--- config.mk ---
export PLATFORM = sky130hd
export DESIGN_NAME = vga_pong_scan_ctrl
export DESIGN_NICKNAME = d
export VERILOG_FILES = /design/src/rtl/vga_pkg.sv /design/src/rtl/vga_scan_counter.sv /design/src/rtl/vga_pong_scan_ctrl.sv
export SDC_FILE = /design/constraint.sdc
export NUM_CORES = 1
export LEC_CHECK = 0
export BUFFER_PORTS_ARGS = -buffer_cell sky130_fd_sc_hd__buf_4
export CORE_ASPECT_RATIO = 2
export CORE_MARGIN = 2
export CORE_UTILIZATION = 54
export CTS_BUF_LIST = sky130_fd_sc_hd__clkbuf_4 sky130_fd_sc_hd__clkbuf_8 sky130_fd_sc_hd__clkbuf_16
export CTS_CLUSTER_DIAMETER = 150
export DETAILED_ROUTE_END_ITERATION = 10
export GPL_TIMING_DRIVEN = 0
export PLACE_DENSITY_LB_ADDON = 0.3
export SLEW_MARGIN = 25
export SYNTH_ARGS = -nofsm -noshare
export SYNTH_HDL_FRONTEND = slang
export SYNTH_SLANG_ARGS = --single-unit
--- constraint.sdc ---
create_clock -name clk -period 3.26 [get_ports clk]
set_input_delay 0.815 -clock clk [delete_from_list [all_inputs] [get_ports clk]]
set_output_delay 0.815 -clock clk [all_outputs]
set_load 0.01 [all_outputs]
--- src/rtl/vga_pkg.sv ---
// Shared raster timing, object geometry, colour codes and latched-position type
// for the Pong VGA scan controller.
package vga_pkg;

    localparam int CLK_DIV_DEF = 2;

    localparam int H_VISIBLE = 640;
    localparam int H_FP      = 16;
    localparam int H_SYNC    = 96;
    localparam int H_BP      = 48;
    localparam int H_TOTAL   = H_VISIBLE + H_FP + H_SYNC + H_BP;

    localparam int V_VISIBLE = 480;
    localparam int V_FP      = 10;
    localparam int V_SYNC    = 2;
    localparam int V_BP      = 33;
    localparam int V_TOTAL   = V_VISIBLE + V_FP + V_SYNC + V_BP;

    localparam int BALL_SIZE = 8;
    localparam int PAD_W     = 8;
    localparam int PAD_H     = 64;
    localparam int LPAD_X    = 16;
    localparam int RPAD_X    = 616;

    localparam logic [2:0] COLOR_WHITE = 3'b000;
    localparam logic [2:0] COLOR_CYAN  = 3'b001;
    localparam logic [2:0] COLOR_RED   = 3'b010;

    typedef struct packed {
        logic [9:0] ball_x;
        logic [9:0] ball_y;
        logic [9:0] lpad_y;
        logic [9:0] rpad_y;
    } pos_t;

    localparam pos_t POS_RST = '{ball_x: 10'd316, ball_y: 10'd236,
                                 lpad_y: 10'd208, rpad_y: 10'd208};

    // 11-bit span test so that lo+len can never wrap back into the raster.
    function automatic logic in_span(input logic [10:0] pos,
                                     input logic [10:0] lo,
                                     input logic [10:0] len);
        return (pos >= lo) && (pos < (lo + len));
    endfunction

endpackage

--- src/rtl/vga_scan_counter.sv ---
// Pixel-rate prescaler plus horizontal/vertical scan counters.
module vga_scan_counter #(
    parameter int CLK_DIV = vga_pkg::CLK_DIV_DEF,
    parameter int H_TOTAL = vga_pkg::H_TOTAL,
    parameter int V_TOTAL = vga_pkg::V_TOTAL
) (
    input  logic       clk,
    input  logic       rst,
    output logic       pix_en,
    output logic [9:0] h_cnt,
    output logic [9:0] v_cnt
);

    logic [9:0] h_cnt_q, h_cnt_d;
    logic [9:0] v_cnt_q, v_cnt_d;

    generate
        if (CLK_DIV <= 1) begin : g_no_div
            assign pix_en = 1'b1;
        end else begin : g_div
            localparam int DIV_W = $clog2(CLK_DIV);
            logic [DIV_W-1:0] div_q, div_d;

            always_comb begin
                div_d = div_q + DIV_W'(1);
                if (div_q == DIV_W'(CLK_DIV - 1)) begin
                    div_d = '0;
                end
            end

            always_ff @(posedge clk or posedge rst) begin
                if (rst) begin
                    div_q <= '0;
                end else begin
                    div_q <= div_d;
                end
            end

            assign pix_en = (div_q == DIV_W'(CLK_DIV - 1));
        end
    endgenerate

    always_comb begin
        h_cnt_d = h_cnt_q;
        v_cnt_d = v_cnt_q;
        if (pix_en) begin
            if (h_cnt_q == 10'(H_TOTAL - 1)) begin
                h_cnt_d = '0;
                if (v_cnt_q == 10'(V_TOTAL - 1)) begin
                    v_cnt_d = '0;
                end else begin
                    v_cnt_d = v_cnt_q + 10'd1;
                end
            end else begin
                h_cnt_d = h_cnt_q + 10'd1;
            end
        end
    end

    always_ff @(posedge clk or posedge rst) begin
        if (rst) begin
            h_cnt_q <= '0;
            v_cnt_q <= '0;
        end else begin
            h_cnt_q <= h_cnt_d;
            v_cnt_q <= v_cnt_d;
        end
    end

    assign h_cnt = h_cnt_q;
    assign v_cnt = v_cnt_q;

endmodule

--- src/rtl/vga_pong_scan_ctrl.sv ---
// Pong raster controller: sync generation, per-frame position latch and object
// priority arbitration. Optional top/bottom walls with VGA_PONG_BORDER_EN.
module vga_pong_scan_ctrl #(
    parameter int CLK_DIV   = vga_pkg::CLK_DIV_DEF,
    parameter int H_VISIBLE = vga_pkg::H_VISIBLE,
    parameter int H_FP      = vga_pkg::H_FP,
    parameter int H_SYNC    = vga_pkg::H_SYNC,
    parameter int H_BP      = vga_pkg::H_BP,
    parameter int V_VISIBLE = vga_pkg::V_VISIBLE,
    parameter int V_FP      = vga_pkg::V_FP,
    parameter int V_SYNC    = vga_pkg::V_SYNC,
    parameter int V_BP      = vga_pkg::V_BP,
    parameter int BALL_SIZE = vga_pkg::BALL_SIZE,
    parameter int PAD_W     = vga_pkg::PAD_W,
    parameter int PAD_H     = vga_pkg::PAD_H,
    parameter int LPAD_X    = vga_pkg::LPAD_X,
    parameter int RPAD_X    = vga_pkg::RPAD_X
) (
    input  logic       clk,
    input  logic       rst,
    input  logic [9:0] ball_x,
    input  logic [9:0] ball_y,
    input  logic [9:0] lpad_y,
    input  logic [9:0] rpad_y,
    output logic       hsync,
    output logic       vsync,
    output logic       bright,
    output logic       pixel,
    output logic [2:0] colors,
    output logic [9:0] hcount,
    output logic [9:0] vcount,
    output logic       frame_start
);

    import vga_pkg::pos_t;
    import vga_pkg::POS_RST;
    import vga_pkg::in_span;
    import vga_pkg::COLOR_WHITE;
    import vga_pkg::COLOR_CYAN;
    import vga_pkg::COLOR_RED;

    localparam int H_TOT = H_VISIBLE + H_FP + H_SYNC + H_BP;
    localparam int V_TOT = V_VISIBLE + V_FP + V_SYNC + V_BP;

    localparam logic [9:0] H_VIS    = 10'(H_VISIBLE);
    localparam logic [9:0] V_VIS    = 10'(V_VISIBLE);
    localparam logic [9:0] HS_START = 10'(H_VISIBLE + H_FP);
    localparam logic [9:0] HS_END   = 10'(H_VISIBLE + H_FP + H_SYNC);
    localparam logic [9:0] VS_START = 10'(V_VISIBLE + V_FP);
    localparam logic [9:0] VS_END   = 10'(V_VISIBLE + V_FP + V_SYNC);

    logic       pix_en;
    logic [9:0] h_cnt, v_cnt;

    vga_scan_counter #(
        .CLK_DIV (CLK_DIV),
        .H_TOTAL (H_TOT),
        .V_TOTAL (V_TOT)
    ) u_scan (
        .clk    (clk),
        .rst    (rst),
        .pix_en (pix_en),
        .h_cnt  (h_cnt),
        .v_cnt  (v_cnt)
    );

    pos_t pos_q, pos_d;

    logic       hsync_q, hsync_d;
    logic       vsync_q, vsync_d;
    logic       bright_q, bright_d;
    logic       pixel_q, pixel_d;
    logic [2:0] colors_q, colors_d;
    logic [9:0] hcount_q, hcount_d;
    logic [9:0] vcount_q, vcount_d;
    logic       frame_start_q, frame_start_d;

    logic [10:0] x_w, y_w;
    logic        ball_hit, lpad_hit, rpad_hit, wall_hit, in_visible;
    logic [2:0]  obj_color;

    assign x_w = {1'b0, h_cnt};
    assign y_w = {1'b0, v_cnt};

    always_comb begin
        ball_hit = in_span(x_w, {1'b0, pos_q.ball_x}, 11'(BALL_SIZE)) &&
                   in_span(y_w, {1'b0, pos_q.ball_y}, 11'(BALL_SIZE));
        lpad_hit = in_span(x_w, 11'(LPAD_X), 11'(PAD_W)) &&
                   in_span(y_w, {1'b0, pos_q.lpad_y}, 11'(PAD_H));
        rpad_hit = in_span(x_w, 11'(RPAD_X), 11'(PAD_W)) &&
                   in_span(y_w, {1'b0, pos_q.rpad_y}, 11'(PAD_H));
`ifdef VGA_PONG_BORDER_EN
        wall_hit = (v_cnt < 10'd4) || (v_cnt >= 10'(V_VISIBLE - 4));
`else
        wall_hit = 1'b0;
`endif
        in_visible = (h_cnt < H_VIS) && (v_cnt < V_VIS);

        // Walls and empty background both fall through to white.
        obj_color = COLOR_WHITE;
        if (ball_hit) begin
            obj_color = COLOR_WHITE;
        end else if (lpad_hit) begin
            obj_color = COLOR_CYAN;
        end else if (rpad_hit) begin
            obj_color = COLOR_RED;
        end
    end

    // Positions are only sampled at the start of vertical blanking, so a frame
    // is always drawn from one consistent set of coordinates.
    always_comb begin
        pos_d = pos_q;
        if (pix_en && (h_cnt == 10'd0) && (v_cnt == V_VIS)) begin
            pos_d.ball_x = ball_x;
            pos_d.ball_y = ball_y;
            pos_d.lpad_y = lpad_y;
            pos_d.rpad_y = rpad_y;
        end
    end

    always_comb begin
        hsync_d       = hsync_q;
        vsync_d       = vsync_q;
        bright_d      = bright_q;
        pixel_d       = pixel_q;
        colors_d      = colors_q;
        hcount_d      = hcount_q;
        vcount_d      = vcount_q;
        frame_start_d = 1'b0;
        if (pix_en) begin
            hsync_d       = !((h_cnt >= HS_START) && (h_cnt < HS_END));
            vsync_d       = !((v_cnt >= VS_START) && (v_cnt < VS_END));
            bright_d      = in_visible;
            pixel_d       = in_visible && (ball_hit || lpad_hit || rpad_hit || wall_hit);
            colors_d      = in_visible ? obj_color : COLOR_WHITE;
            hcount_d      = h_cnt;
            vcount_d      = v_cnt;
            frame_start_d = (h_cnt == 10'd0) && (v_cnt == 10'd0);
        end
    end

    always_ff @(posedge clk or posedge rst) begin
        if (rst) begin
            pos_q         <= POS_RST;
            hsync_q       <= 1'b1;
            vsync_q       <= 1'b1;
            bright_q      <= 1'b0;
            pixel_q       <= 1'b0;
            colors_q      <= COLOR_WHITE;
            hcount_q      <= '0;
            vcount_q      <= '0;
            frame_start_q <= 1'b0;
        end else begin
            pos_q         <= pos_d;
            hsync_q       <= hsync_d;
            vsync_q       <= vsync_d;
            bright_q      <= bright_d;
            pixel_q       <= pixel_d;
            colors_q      <= colors_d;
            hcount_q      <= hcount_d;
            vcount_q      <= vcount_d;
            frame_start_q <= frame_start_d;
        end
    end

    assign hsync       = hsync_q;
    assign vsync       = vsync_q;
    assign bright      = bright_q;
    assign pixel       = pixel_q;
    assign colors      = colors_q;
    assign hcount      = hcount_q;
    assign vcount      = vcount_q;
    assign frame_start = frame_start_q;

endmodule

==> Yosys cells after proc, flatten, opt, wreduce, memory -nomap -nowiden <==
Index checks and enable logic that the tools add are counted.
{ "classes": {"addsub": 7, "n_mul": 0, "div_mod_pow": 0, "magnitude_cmp": 18, "eq_ne": 3, "shift": 0, "n_mux": 8, "n_bitwise": 0, "n_reduce_logical": 23} }
{ "ops": {"columns": ["cell", "n"], "rows": [
  ["less-than comparator 10 x 11 -> 1 bit", 4],
  ["greater-or-equal comparator 10 bit", 4],
  ["less-than comparator 10 bit (second input constant)", 3],
  ["adder 10 x 4 -> 11 bit (second input constant)", 2],
  ["adder 10 x 7 -> 11 bit (second input constant)", 2],
  ["adder 10 x 1 -> 10 bit (second input constant)", 2],
  ["== test 10 bit (second input constant)", 2],
  ["greater-or-equal comparator 10 bit (second input constant)", 2],
  ["logical NOT 10 bit", 2],
  ["less-than comparator 10 x 9 -> 1 bit (second input constant)", 2],
  ["2-to-1 mux 10 bit", 2],
  ["logical AND 1 bit", 16],
  ["== test 10 x 9 -> 1 bit (second input constant)", 1],
  ["greater-or-equal comparator 10 x 5 -> 1 bit (second input constant)", 1],
  ["greater-or-equal comparator 10 x 9 -> 1 bit (second input constant)", 1],
  ["less-than comparator 10 x 5 -> 1 bit (second input constant)", 1],
  ["2-to-1 mux 3 bit", 2],
  ["2-to-1 mux 2 bit", 2],
  ["logical NOT 1 bit", 2],
  ["logical OR 1 bit", 2],
  ["2-to-1 mux 1 bit", 2],
  ["AND reduction 2 bit", 1],
  ["adder 1 bit (second input constant)", 1]
]} }
{ "totals": {"register_bits": 89, "latch_bits": 0, "ram_bits": 0, "rom_bits": 0, "inputBits": 42, "out_inout_bits": 28, "wordCells": 74, "n_memories": 0} }

==> Depth between registers and ports, before layout <==
{ "depth": {"depth_word": 8, "mapped_depth": 10, "depth_no_buf": 10} }

==> Hierarchy <==
From an unflattened synthesis, not the netlist that was laid out.
{ "hier_totals": {"hier_cells": 558, "area_unflattened_um2": 5457.7} }
{ "modules_own_cells": {"columns": ["module", "n_inst", "cells_each", "area_per_inst_um2", "seq_area_each_um2"], "rows": [
  ["vga_pong_scan_ctrl", 1, 452, 4390.5, 1699.1],
  ["vga_scan_counter", 1, 106, 1067.3, 525.5]
]} }

==> Worst setup path before layout <==
No wires, ideal clock.
{ "synth_timing": {"kind": "register to register", "from": "reg pos_q[33] (netlist name)", "to": "reg colors_q[1], in the netlist colors[1]", "setup_ns": 0.121, "t_arrival_ns": 2.506, "t_required_ns": 3.139, "setup_slack_ns": 0.633, "stages_incl_launch_ff": 11, "n_path_buf": 0, "synth_period_minus_slack_ns": 2.627, "path_cell_list": "dfstp_2 -> ha_1 -> and3_1 -> nand3_1 -> xnor2_1 -> ha_1 -> nor2b_1 -> o21ai_0 -> o221ai_1 -> or4_4 -> a22o_1"} }
{ "synth_via": {"elab_chain_len": 6, "elab_cells_between_ends": 7, "classes_between": "add/sub: 1; order compare: 2; mux: 2; reduce/logical: 2"} }
{ "synth_lines": {"columns": ["item", "line_no", "rtl"], "rows": [
  ["from (decl)", "vga_pong_scan_ctrl.sv:67", "pos_t pos_q, pos_d;"],
  ["from (signal assigned)", "vga_pong_scan_ctrl.sv:155", "pos_q <= pos_d;"],
  ["adder 10 x 4 -> 11 bit", "vga_pkg.sv:43", "return (pos >= lo) && (pos < (lo + len));"],
  ["less-than comparator 10 x 11 -> 1 bit", "vga_pkg.sv:43", null],
  ["logical AND 1 bit (*)", "vga_pkg.sv:43", null],
  ["logical AND 1 bit (*)", "vga_pong_scan_ctrl.sv:86", "ball_hit = in_span(x_w, {1'b0, pos_q.ball_x}, 11'(BALL_SIZE)) &&"],
  ["2-to-1 mux 3 bit (*)", "vga_pong_scan_ctrl.sv:101", "if (ball_hit) begin"],
  ["2-to-1 mux 3 bit (*)", "vga_pong_scan_ctrl.sv:136", "colors_d = in_visible ? obj_color : COLOR_WHITE;"],
  ["to (signal assigned)", "vga_pong_scan_ctrl.sv:160", "colors_q <= colors_d;"],
  ["to (decl)", "vga_pong_scan_ctrl.sv:73", "logic [2:0] colors_q, colors_d;"]
]} }
Mark *: on every way between the ends. The rest lies on a longest branch, timed or not.
A chain may end at the register's enable or synchronous reset.

==> Worst setup path after layout <==
Same ends and word-level chain as after synthesis.

==> metrics.txt <==
Finished Cell Area=between 0.006 and 0.007 mm^2; Post-synth EDFFs=0; TritonCTS Buffers=9; GRT overflow=0; first-pass GRT wire length=20.57 mm; Vias=4,201; port bufs=68; DRC Markers=0; Worst-Skew Late Latency=0.34 ns; post-synthesis mux area share=12.36%; initial antenna violation count=0; Core Box Area=between 0.01 and 0.015 mm^2; placed wire-length estimate=9.775 mm; clk root buf=clkbuf_16; dominant synthesized flop cell=dfrtp_1; CP dominant cell by count=ha_1; FFs w/ async S/R, synth=100.0%; startpoint types=register; Die Y=146.3 um; buffer and inverter count on the worst path=0; post-synthesis sequential area ratio=around two fifths; placed cells=711; total wire length=about 13 mm; Final Core Density=64.45%; clk_skew=0.005071 ns; max incr delay on CP=0.60 ns; die area=0.01099 mm^2; Post-Synthesis Cells=507; post-synthesis register bit count=88; Yosys cell types=52; n_diodes=0; Required @ worst endpoint=3.49 ns; Compound-Gate Fraction of Synth Area=about a tenth; Post-Synth XOR/XNOR Area=4.486%; Synth Net Count=619; die width=75.15 um; crit path DAT=3.18 ns; Crit-path slowest cell=dfstp_2; clock sink total=88; Power Total=approximately 2.3 mW; nets@finish=699; min Tclk post-route=2.947 ns; vias in the first global route=4,466; main combinational cell family by area after synthesis=adder cells; CTS tree=done; gr usage total=24.44%; Sequential cell area=0.002225 mm^2; largest net degree at the start of global routing=49; FF-to-FF setup slack=approximately 0.31 ns; Pwr per Cell Area=361.1 mW/mm^2; synthesized cell area=between 0.005 and 0.006 mm^2; Ports=70; Cell Rows=52; First-pass DRT Iterations=4; Slew @ Worst Pin=0.6573 ns; Post-CTS Setup Bufs=0; Adder-Cell Fraction of Synth Area=16.02%; yosys warns=0; Post-DRT Antenna Nets=0; Filler cells=851; Place WS=roughly 0.35 ns; # Max-Cap Violations=0; Simple-Gate Fraction of Synth Area=12.22%; Mean Syn Cell Area=between 10 and 15 um^2; vias per cell=5.779; Starting Density=54.56%; Fin. Hold Viols=0; Crit path max-delay family=simple AND/OR/NAND/NOR gates; top fanout value on the critical path=6; layout cells sized above 1=about 29%; Area Growth Syn to Fin=18.13%; mean routed wirelength per cell=17.44 um; area of the multi-input gates=0.002985 mm^2; worst rel slew slack=56.18%; fmax=339.4 MHz; final hold slack=0.5048 ns; H-tree levels=3; deepest clock path buffer count=2; setup_tns=0 ns; status=complete, no violations; highest-count cells in the layout ignoring fill and taps=70 x ha_1, 70 x dfrtp_1, 69 x buf_4, 50 x mux2_2, 49 x inv_1; setup violators final=0; 1st-iter DRT viols=approximately 250; Setup CP Type=register to register; CTS clk-pin slew, worst paths=0.07 ns; Crit. End Element=register; maximum vdd drop=0.2990 mV; Leak Pwr=3.195 nW; Max Slew Vio Count=0; placed cell area=0.006176 mm^2; period utilisation layout=90.39%; post-cts hold buffer count=0; final worst slack=0.3134 ns; final std cells w/o fill=727; worst-path cell chain=ha_1 > and3_1 > nand3_1 > xnor2_1 > ha_1 > nor2b_1 > o21ai_0 > o221ai_1 > or4_4 > a22o_1; routability congestion estimate=between 0.8 and 0.9; RSZ-0062 raised after global routing=false; worst hold path type=register to register; Post-CTS Resized=0
-- report_power, final --
part	switching, mW	total [mW]	internal [mW]
sequential	0.0252	1.15	1.13
clock	0.445	0.984	0.539
combinational	0.0952	0.197	0.101
-- sequential cells by signal, summed over array words and instances (netlist names) --
register	flops
frame_start	1
u_scan.pix_en	1
vcount	10
pixel	1
colors	2
pos_q	40
hsync	1
bright	1
u_scan.h_cnt	10
u_scan.v_cnt	10
hcount	10
vsync	1
-- synth_stat cells, types with 2 or more instances --
cell      instances  area, um^2
or2_1             2       12.51
mux2_1           10       112.6
ha_1             70       875.8
nand4_1          14       87.58
a22o_1            2       17.52
nor2_1           19       71.32
clkbuf_1          7       26.28
buf_2             7       35.03
nor4_2            3       37.54
a221oi_1          2       17.52
o21a_1            3       22.52
o21ai_0          15       75.07
or4_1             2       15.01
a31oi_1           3       18.77
a311oi_1          2       17.52
a21oi_1          19       95.09
and3_1            3       18.77
dfrtp_1          70        1752
nand2b_1          6       37.54
a211o_1           4       35.03
inv_1            50       187.7
mux2_2           50       563.0
nor2b_1           4       25.02
nand3_1          21       105.1
xnor2_1          25       219.0
a21o_1           12       90.09
nor3_1            7       35.03
nand3b_1          5       37.54
a211oi_1          4       30.03
o21ai_1           2       10.01
dfstp_2          18       473.0
xor2_1            3       26.28
nand2_1          21       78.83
and4_1            4       35.03
-- per-layer routing --
metal	up-vias	GRT usage, %	share of wire [%]
li1	1972	-	-
met3	42	4.348	3.4
met5	-	0	0
met4	0	11.40	4.0
met2	110	45.48	57
met1	2077	24.83	36
-- final cells by class --
class | count | share of cell area (%)
multi-input combinational | 354 | 46.23
sequential | 88 | 34.45
inverter | 50 | 2.945
buffer | 15 | 1.066
clock buffer | 10 | 3.701
clock inverter | 6 | 0.6588
timing repair buffer | 69 | 8.332
tap | 135 | 2.616
-- path summary, 6_finish.rpt --
kind / from / to / cells past startpoint
hold / removal: pos_q[11] / pos_q[11] / 1
hold reg to reg: pos_q[11] / pos_q[11] / 1
setup / recovery: pos_q[33] / colors[1] / 10
min in group asynchronous: rst / hcount[0] / 2
setup reg to reg: pos_q[33] / colors[1] / 10
max in group asynchronous: rst / pos_q[23] / 3
-- kinds of logic after synthesis --
kind of cell / count (synthesis)
compound gates: 77
fa+ha+maj: 70
other cells: 1
buf+inv: 65
flops: 88
xor+xnor: 28
simple gates: 118
mux: 60
(Power assumes the default switching activity.)
